===== src/rtl/adc_pkt_tx.sv =====
// Packet transmitter: streams the capture buffer out to the ADC_DATA pads,
// grouping words into packets with programmable inter-word and inter-packet spacing.
module adc_pkt_tx #(
  parameter int ADDR_W = 12,
  parameter int DATA_W = 18
) (
  input  logic              clk,
  input  logic              rst,
  input  logic              capture_start,
  input  logic              capture_again,
  input  logic              buf_full,
  input  logic              self_test_mode,
  input  logic [7:0]        pktctrl_gap,
  input  logic [15:0]       pkt_data_length,
  input  logic [15:0]       pkt_idle_length,
  output logic              rd_en,
  output logic [ADDR_W-1:0] rd_addr,
  input  logic [DATA_W-1:0] rd_data,
  output logic [DATA_W-1:0] adc_data,
  output logic              adc_data_valid,
  output logic              busy,
  output logic              done
);

  typedef enum logic [2:0] {IDLE, WAIT_FULL, RD, LOAD, WAIT, PKT_IDLE, FIN} state_t;

  state_t              state, state_nx;
  logic [ADDR_W-1:0]   addr;
  logic [DATA_W-1:0]   ramp;
  logic [15:0]         pcnt;
  logic [15:0]         wcnt;
  logic [7:0]          gap_q;
  logic [15:0]         dlen_q;
  logic [15:0]         idle_q;
  logic                st_q;
  logic                has_frame;
  logic                accept;
  logic                last_word;
  logic                pkt_end;

  assign accept    = (state == IDLE) && (capture_start || (capture_again && has_frame));
  assign last_word = &addr;
  assign pkt_end   = (pcnt == dlen_q);

  assign rd_en   = (state == RD);
  assign rd_addr = addr;
  assign busy    = (state != IDLE);

  always_ff @(posedge clk) begin
    if (rst) state <= IDLE;
    else     state <= state_nx;
  end

  always_comb begin
    state_nx = state;
    case (state)
      IDLE: begin
        // start takes priority over again when both arrive together
        if (capture_start)                     state_nx = WAIT_FULL;
        else if (capture_again && has_frame)   state_nx = RD;
      end
      WAIT_FULL: if (buf_full) state_nx = RD;
      RD:        state_nx = LOAD;
      LOAD: begin
        if (last_word)      state_nx = FIN;
        else if (pkt_end)   state_nx = (idle_q == 16'd0) ? RD : PKT_IDLE;
        else                state_nx = (gap_q == 8'd0) ? RD : WAIT;
      end
      // wcnt restarts at 0 on every LOAD, so the state lasts exactly limit cycles
      WAIT:     if (wcnt == {8'd0, gap_q} - 16'd1) state_nx = RD;
      PKT_IDLE: if (wcnt == idle_q - 16'd1)        state_nx = RD;
      FIN:      state_nx = IDLE;
      default:  state_nx = IDLE;
    endcase
  end

  always_ff @(posedge clk) begin
    if (rst) begin
      addr           <= '0;
      ramp           <= '0;
      pcnt           <= '0;
      wcnt           <= '0;
      gap_q          <= '0;
      dlen_q         <= '0;
      idle_q         <= '0;
      st_q           <= 1'b0;
      has_frame      <= 1'b0;
      adc_data       <= '0;
      adc_data_valid <= 1'b0;
      done           <= 1'b0;
    end else begin
      adc_data_valid <= (state == LOAD);
      done           <= (state == FIN);
      if (accept) begin
        addr   <= '0;
        ramp   <= '0;
        pcnt   <= '0;
        gap_q  <= pktctrl_gap;
        dlen_q <= pkt_data_length;
        idle_q <= pkt_idle_length;
        st_q   <= self_test_mode;
      end
      case (state)
        LOAD: begin
          adc_data <= st_q ? ramp : rd_data;
          addr     <= addr + 1'b1;
          ramp     <= ramp + 1'b1;
          wcnt     <= '0;
          pcnt     <= pkt_end ? 16'd0 : pcnt + 16'd1;
        end
        WAIT, PKT_IDLE: wcnt <= wcnt + 16'd1;
        FIN:            has_frame <= 1'b1;
        default: ;
      endcase
    end
  end

endmodule


===== config.mk =====
export PLATFORM = sky130hd
export DESIGN_NAME = adc_pkt_tx
export DESIGN_NICKNAME = d
export VERILOG_FILES = /design/src/rtl/adc_pkt_tx.sv
export SDC_FILE = /design/constraint.sdc
export NUM_CORES = 1
export LEC_CHECK = 0
export CELL_PAD_IN_SITES_DETAIL_PLACEMENT = 1
export CELL_PAD_IN_SITES_GLOBAL_PLACEMENT = 2
export CORE_ASPECT_RATIO = 1.1
export CORE_MARGIN = 2
export CORE_UTILIZATION = 30
export CTS_CLUSTER_DIAMETER = 40
export DETAILED_ROUTE_END_ITERATION = 8
export PLACE_DENSITY_LB_ADDON = 0.05
export SYNTH_ARGS = -nofsm -noshare
export SYNTH_HDL_FRONTEND = slang
export SYNTH_SLANG_ARGS = --single-unit
export TNS_END_PERCENT = 20

===== constraint.sdc =====
create_clock -name clk -period 3.8 [get_ports clk]
set_input_delay 0.76 -clock clk [delete_from_list [all_inputs] [get_ports clk]]
set_output_delay 0.76 -clock clk [all_outputs]
set_load 0.02 [all_outputs]

Yosys cells after proc, flatten, opt, wreduce, memory -nomap -nowiden
Cells that the tools add are included.

storage, ports and cells
  register bits = 127
  bits of input ports = 64
  output and inout bits = 34
  logic and storage cells = 63

cells by class
  $add $sub $neg = 6
  equality and inequality tests = 13
  multiplexer cells = 19
  reduce and logical (&&, ||, !) cells = 12

operators with widths
  operator                                                               count
  18-bit 2-to-1 mux                                                      3
  16-bit == test                                                         3
  16-bit 2-to-1 mux                                                      3
  16-bit by 1-bit adder with 16-bit output (second input constant)       2
  16-bit one-hot mux with 2 select lines                                 1
  3-bit 2-to-1 mux                                                       9
  12-bit 2-to-1 mux                                                      2
  18-bit by 1-bit adder with 18-bit output (second input constant)       1
  3-bit one-hot mux with 6 select lines                                  1
  16-bit zero test                                                       1
  16-bit by 1-bit subtractor with 16-bit output (second input constant)  1
  12-bit by 1-bit adder with 12-bit output (second input constant)       1
  12-bit AND reduction                                                   1
  3-bit == test (second input constant)                                  3
  8-bit by 1-bit subtractor with 9-bit output (second input constant)    1
  8-bit zero test                                                        1
  3-bit by 2-bit == test with 1-bit output (second input constant)       2
  2-bit != test (second input constant)                                  3
  4-bit AND reduction                                                    1
  2-bit nonzero test                                                     2
  3-bit by 1-bit == test with 1-bit output (second input constant)       1
  3-bit zero test                                                        1
  3-bit by 2-bit != test with 1-bit output (second input constant)       1
  3-bit nonzero test                                                     1
  other kinds (3)                                                        4

Longest topological paths before layout
Gate-level depths: netlist of the first run.

  depth after elaboration = 5
  gate-level depth with buffers = 9
  gate-level depth less buffers = 9

Worst setup path before layout of the first run
No wires, ideal clock.

  path kind = register to register
  start = reg idle_q[0]
  end = reg state[1]
  library setup time = 0.060 ns
  arrival time = 2.239 ns
  required time = 3.740 ns
  path slack = 1.501 ns
  cell stages (with the launch flop) = 10
  buffers on the path = 0
  clock period less this slack = 2.299 ns
  cells stage by stage = dfxtp_1 -> inv_1 -> ha_1 -> nor3b_1 -> nor4b_4 -> mux2_2 -> mux2i_1 -> o2111ai_1 -> o21ai_2 -> and3_1

on the way
  longest elaborated chain between the ends = 5
  elaborated cells between the ends (all ways) = 9
  classes of those cells = add/sub: 1; eq/ne: 2; mux: 4; reduce/logical: 2

ends and longest elaborated chain
  what                                                                                                   line  text
  start: declaration                                                                                     34    logic [15:0] idle_q;
  start signal: assignment                                                                               100   idle_q <= pkt_idle_length;
  parallel branches: the longest is 5 deep, another holds 16-bit by 1-bit subtractor with 16-bit output  --
  end signal: assignment                                                                                 51    else state <= state_nx;
  end: declaration                                                                                       27    state_t state, state_nx;

Several ways; the timed one is not identified.
A chain may end at the register's enable or synchronous reset.

Worst setup path in the final report of the first run
  start = reg state[2]
  end = out busy

on the way
  longest elaborated chain between the ends = 1

ends and longest elaborated chain
  what                line  text
  3-bit nonzero test  47    assign busy = (state != IDLE);
  end: declaration    21    output logic busy,

Every way passes these cells.

==> impl_metrics.toml, run 1 <==
[floorplan]
dieHeight_um = 159
die_area_um2 = 23000
die_x_um = 145
pin_count = 98
core_um2 = 21400
core.rowCount = 56
start_util = 0.305

[routing]
antenna_left = 0
viasPerCell = 5.13
wl_um = 20000
drcViolationCount = 0
vias = 6195
wire_per_inst_um = 16.6
drtIter0Drc = 200
drtPass1Iterations = 4

[worst_setup_path]
endpoint_kind = "output pin"
cp_data_required_time_ns = 3.04
max_stage_delay_ns = 0.65
arrival_ns = 1.99
path_max_fanout = 12
startpoint_type = "flop"
worstSetupPathType = "reg -> out"
worstPathCellList = "or3_1 -> clkdlybuf4s50_1"
slowest_stage = "dfxtp_1"

[layout]
layout_commonest_cell = "nand2_1"
regArea_um2 = 2540
fill_cells = 2519
fin_util = 0.391
layout_common_cells = "129 x nand2_1, 127 x dfxtp_1, 96 x clkdlybuf4s50_1"
nets = 977
drive_gt1_frac = 0.0665
multi_input_area_um2 = 3740
antenna-diode-count = 0
area_growth_pct = 28.0

[synthesis]
async_reset_ff_frac = 0
syn-cell-area_um2 = 6530
seq_area_frac_synth = 0.389
synth_edf_count = 0
syn_avg_cell_area_um2 = 7.81
synth_warnings = 0
synthFlopType = "dfxtp_1"
ys_seq_elements = 127
syn_nets = 908
synth_cells = 836
ys_types = 56

[clock_network]
clkSlewWorstSetupHoldPaths_ns = 0.06
tritoncts = "built"
ctsHtreeMaxLevel = 4
clockBufferDepth = 2
cts_sinks = 127
cts-resized-gates = 0
post_cts_buffers = 0
clock_latency_ns = 0.42
postCtsHoldBufs = 0
cts_buffers = 17
cts-root-buf = "clkbuf_16"

[job]
cap_viol_max_count = 0

[timing]
setup_viol = 0
drv_slew = 0
fin_skew_ns = 0.00871
relSlewSlack = 0.250
grt_setup_unrepaired = "false"
period_share = 0.722
period_minus_slack_ns = 2.75
hold_slack_ns = 0.474
timing.setup.tns_ns = 0
hold_violations = 0
fmax_mhz = 364
tightest_slew_ns = 1.12

[status]
status = "completed"

[global_routing]
grt_max_degree = 54
grt_pass1_wl_um = 33200
antenna_found_initial = 0
track_usage = 0.181
first_global_vias = 6425
overflow = 0

[power_and_ir_drop]
leakagePower_nw = 2.77
power_density_nw_per_um2 = 609
power_mw = 5.09
peakVddDrop_mv = 0.311

[place]
dp_hpwl_um = 14200
port_buffers = 97
place_congestion = 0.800

[worst_hold_path]
hold_path_class = "reg -> reg"
[registers in the layout, indices dropped and copies added, names as in the netlist]
register,cells
dlen_q,16
done,1
adc_data_valid,1
gap_q,8
wcnt,16
has_frame,1
state,3
rd_addr,12
ramp,18
pcnt,16
adc_data,18
idle_q,16
st_q,1
[final timing paths]
check / start / endpoint / slack, ns / depth (start not counted)
setup / recovery: state[2] / busy / 1.05 / 2
hold / removal: dlen_q[1] / dlen_q[1] / 0.47 / 2
setup reg to reg: idle_q[0] / state[1] / 1.17 / 10
hold reg to reg: dlen_q[1] / dlen_q[1] / 0.47 / 2
[synthesized netlist by cell type (all sizes together) (3+ instances only)]
master / instances / area [um^2]
nand2: 129 / 484
dfxtp: 127 / 2540
a21oi: 90 / 450
nor2: 90 / 338
clkbuf: 51 / 191
xnor2: 42 / 368
o21ai: 34 / 174
nand3: 31 / 155
mux2i: 22 / 220
a211oi: 21 / 158
nor3: 20 / 111
and3: 13 / 81.3
inv: 13 / 48.8
nor4: 13 / 87.6
nand3b: 12 / 90.1
nand4: 10 / 62.6
a31oi: 9 / 56.3
or3: 9 / 56.3
or4: 9 / 78.8
ha: 8 / 100
xor2: 8 / 70.1
a311oi: 7 / 61.3
nor3b: 7 / 52.6
mux2: 6 / 67.6
a22oi: 5 / 37.5
buf: 5 / 23.8
nand2b: 5 / 31.3
nor4b: 4 / 50.1
o21a: 4 / 30.0
or2: 4 / 25.0
nor2b: 3 / 18.8
o211ai: 3 / 22.5
[final cells by class]
type	instances	area share
inverters	13	0.00584
well taps	290	0.0434
clock inverters	13	0.0225
clock buffers	18	0.0526
repair buffers	106	0.124
multi-input cells	640	0.447
flip-flops and latches	127	0.304
[kinds of logic after synthesis]
family                   count (synthesis)  synth area share
AND/OR/NAND/NOR                        364             0.270
AO/OA/AOI/OAI                          190             0.173
flip-flops                             127             0.389
buffers and inverters                   69            0.0404
XOR/XNOR                                50            0.0671
multiplexers                            28            0.0441
adder cells (fa/ha/maj)                  8            0.0153
[per-stage QoR]
stage	worst slack, ns	area, um^2	std cells
finish	1.05	8350	1207
global route	0.902	8350	1207
CTS	1.07	8350	1207
detailed placement	0.841	7730	1176
global placement	0.935	7730	1176
floorplan	1.50	6530	836
[critical path: cells and delay by family (launching register included)]
kind                   cells  cell delay, ns
DFF                        1            0.65
buffers and inverters      1            0.64
and+or+nand+nor            1            0.28
[per-layer routing]
metal  share of wire  track usage  wire length [um]
met1            0.47        0.232              9320
met4           0.016       0.0622               319
met5               0            0                 0
met3           0.038       0.0314               762
met2            0.48        0.304              9600
[power breakdown]
group          total, mW  internal, mW  switching [mW]
sequential          1.70          1.48           0.219
combinational       1.64         0.702           0.941
clock               1.75          1.11           0.634
total               5.09          3.29            1.79
Note: power is estimated with default switching activity, not from simulation.
==> inputs of run 2 (changes only) <==
--- a/config.mk
+++ b/config.mk
@@ -9,7 +9,7 @@
 export CELL_PAD_IN_SITES_GLOBAL_PLACEMENT = 2
 export CORE_ASPECT_RATIO = 1.1
 export CORE_MARGIN = 2
-export CORE_UTILIZATION = 30
+export CORE_UTILIZATION = 29
 export CTS_CLUSTER_DIAMETER = 40
 export DETAILED_ROUTE_END_ITERATION = 8
 export PLACE_DENSITY_LB_ADDON = 0.05
==> constraint.sdc (replaced) <==
create_clock -name clk -period 2.3 [get_ports clk]
set_input_delay 0.46 -clock clk [delete_from_list [all_inputs] [get_ports clk]]
set_output_delay 0.46 -clock clk [all_outputs]
set_load 0.02 [all_outputs]
==> impl_metrics.toml, run 2 (synthesized netlist as in run 1, its figures left out) <==
[worst_setup_path]
arrival_ns = 2.61
slowest_stage = "or4_4"
crit_path_end = "state[1]"
reg2reg_from = "idle_q[4]"
max_stage_delay_ns = 0.59
worstSetupPathType = "reg -> reg"
cp_data_required_time_ns = 2.65
startpoint_type = "flop"
worstPathCellList = "or4_4 -> nor4b_4 -> mux2_4 -> mux2i_1 -> o2111ai_2 -> o21ai_2 -> and3_1"
endpoint_kind = "flop"
crit_start = "idle_q[4]"
ff2ff_path_depth = 7
r2r_slack_ns = 0.04
path_max_fanout = 5
regToRegEndpoint = "state[1]"

[floorplan]
die_x_um = 147
core.rowCount = 57
core_um2 = 22100
pin_count = 98
dieHeight_um = 161
die_area_um2 = 23700
start_util = 0.295

[global_routing]
antenna_found_initial = 0
track_usage = 0.178
first_global_vias = 6547
grt_pass1_wl_um = 34100
overflow = 0
grt_max_degree = 58

[layout]
layout_commonest_cell = "nand2_1"
antenna-diode-count = 0
layout_common_cells = "129 x nand2_1, 125 x dfxtp_1, 94 x clkdlybuf4s50_1"
design_area_um2 = 8670
drive_gt1_frac = 0.110
stdcell_count = 1252
top_regs = "adc_data: 18 flops, ramp: 18 flops"
area_growth_pct = 32.8
fin_util = 0.392
nets = 1018

[timing]
drv_slew = 0
worst_slack_ns = 0.0410
fmax_mhz = 443
grt_setup_unrepaired = "true"
period_share = 0.982
fin_skew_ns = 0.00853
hold_violations = 0
setup_viol = 0
period_minus_slack_ns = 2.26
relSlewSlack = 0.554
tightest_slew_ns = 0.668

[worst_hold_path]
hold_path_class = "reg -> reg"

[clock_network]
clockBufferDepth = 2
cts_sinks = 127
postCtsHoldBufs = 0
clock_latency_ns = 0.41
cts-root-buf = "clkbuf_16"
ctsHtreeMaxLevel = 4
cts_buffers = 17
clkSlewWorstSetupHoldPaths_ns = 0.06
post_cts_buffers = 0
tritoncts = "built"

[place]
place_congestion = 0.802
dp_hpwl_um = 15200
port_buffers = 97
dp.cells = 1222
post-place-ws_ns = -0.0543
place_area_um2 = 8080

[routing]
antenna_left = 0
drcViolationCount = 0
wire_per_inst_um = 16.6
vias = 6340
drtIter0Drc = 235
wl_um = 20700
drtPass1Iterations = 4
viasPerCell = 5.06

[power_and_ir_drop]
power_density_nw_per_um2 = 981
leakagePower_nw = 2.98
peakVddDrop_mv = 0.593

[job]
cap_viol_max_count = 0

[status]
status = "completed"
## run 2: routing by layer
layer | share of wire | track usage
met5 | 0 | 0
met4 | 0.0071 | 0.0389
met2 | 0.48 | 0.307
met1 | 0.48 | 0.230
met3 | 0.033 | 0.0336
## run 2: where the power goes
group | internal (mW) | switching [mW] | total, mW
Sequential | 2.44 | 0.239 | 2.68
Clock | 1.63 | 0.997 | 2.63
Combinational | 1.44 | 1.75 | 3.19
Total | 5.52 | 2.98 | 8.50
## run 2: timing repair
item                                    4_1_cts  5_1_grt
pin swaps                                     1        1
cloned                                        0        0
resized for setup                             5        6
endpoints found under the setup margin        5        4
## run 2: how the worst min path moves through the flow
stage | start | endpoint | slack [ns] | depth (start not counted)
floorplan | has_frame | has_frame | 0.43 | 1
global placement | has_frame | has_frame | 0.44 | 1
detailed placement | st_q | st_q | 0.45 | 2
CTS | st_q | st_q | 0.46 | 2
global route | st_q | st_q | 0.48 | 2
finish | st_q | st_q | 0.45 | 2
## run 2: through the flow
step / TNS [ns] / total power [mW] / hold WS [ns]
finish: 0 / 8.50 / 0.455
global route: -0.192 / 9.06 / 0.483
CTS: -0.0405 / 8.63 / 0.458
detailed placement: -0.149 / 5.94 / 0.450
global placement: 0 / 5.86 / 0.441
floorplan: 0 / 4.68 / 0.427
## run 2: cell type report
type / count / area [um^2]
clock buffer: 23 / 468
clock inverter: 7 / 87.6
fill: 2653 / 13400
inverter: 13 / 48.8
multi-input combinational: 640 / 3770
sequential: 127 / 2540
tap: 295 / 369
timing repair buffer: 147 / 1380
## run 2: worst max-delay path, delay by kind of cell (launching register included)
family,cells,cell delay [ns]
AOI/OAI and AO/OA,2,0.36
DFF,1,0.31
muxes,2,0.48
and+or+nand+nor,3,1.04
==> inputs of run 3 (changes only) <==
--- a/config.mk
+++ b/config.mk
@@ -5,6 +5,8 @@
 export SDC_FILE = /design/constraint.sdc
 export NUM_CORES = 1
 export LEC_CHECK = 0
+export ABC_CLOCK_PERIOD_IN_PS = 2300
+export CAP_MARGIN = 30
 export CELL_PAD_IN_SITES_DETAIL_PLACEMENT = 1
 export CELL_PAD_IN_SITES_GLOBAL_PLACEMENT = 2
 export CORE_ASPECT_RATIO = 1.1
==> results of run 3 <==
No change in the layout: final DEF, timing and power equal those of run 2.
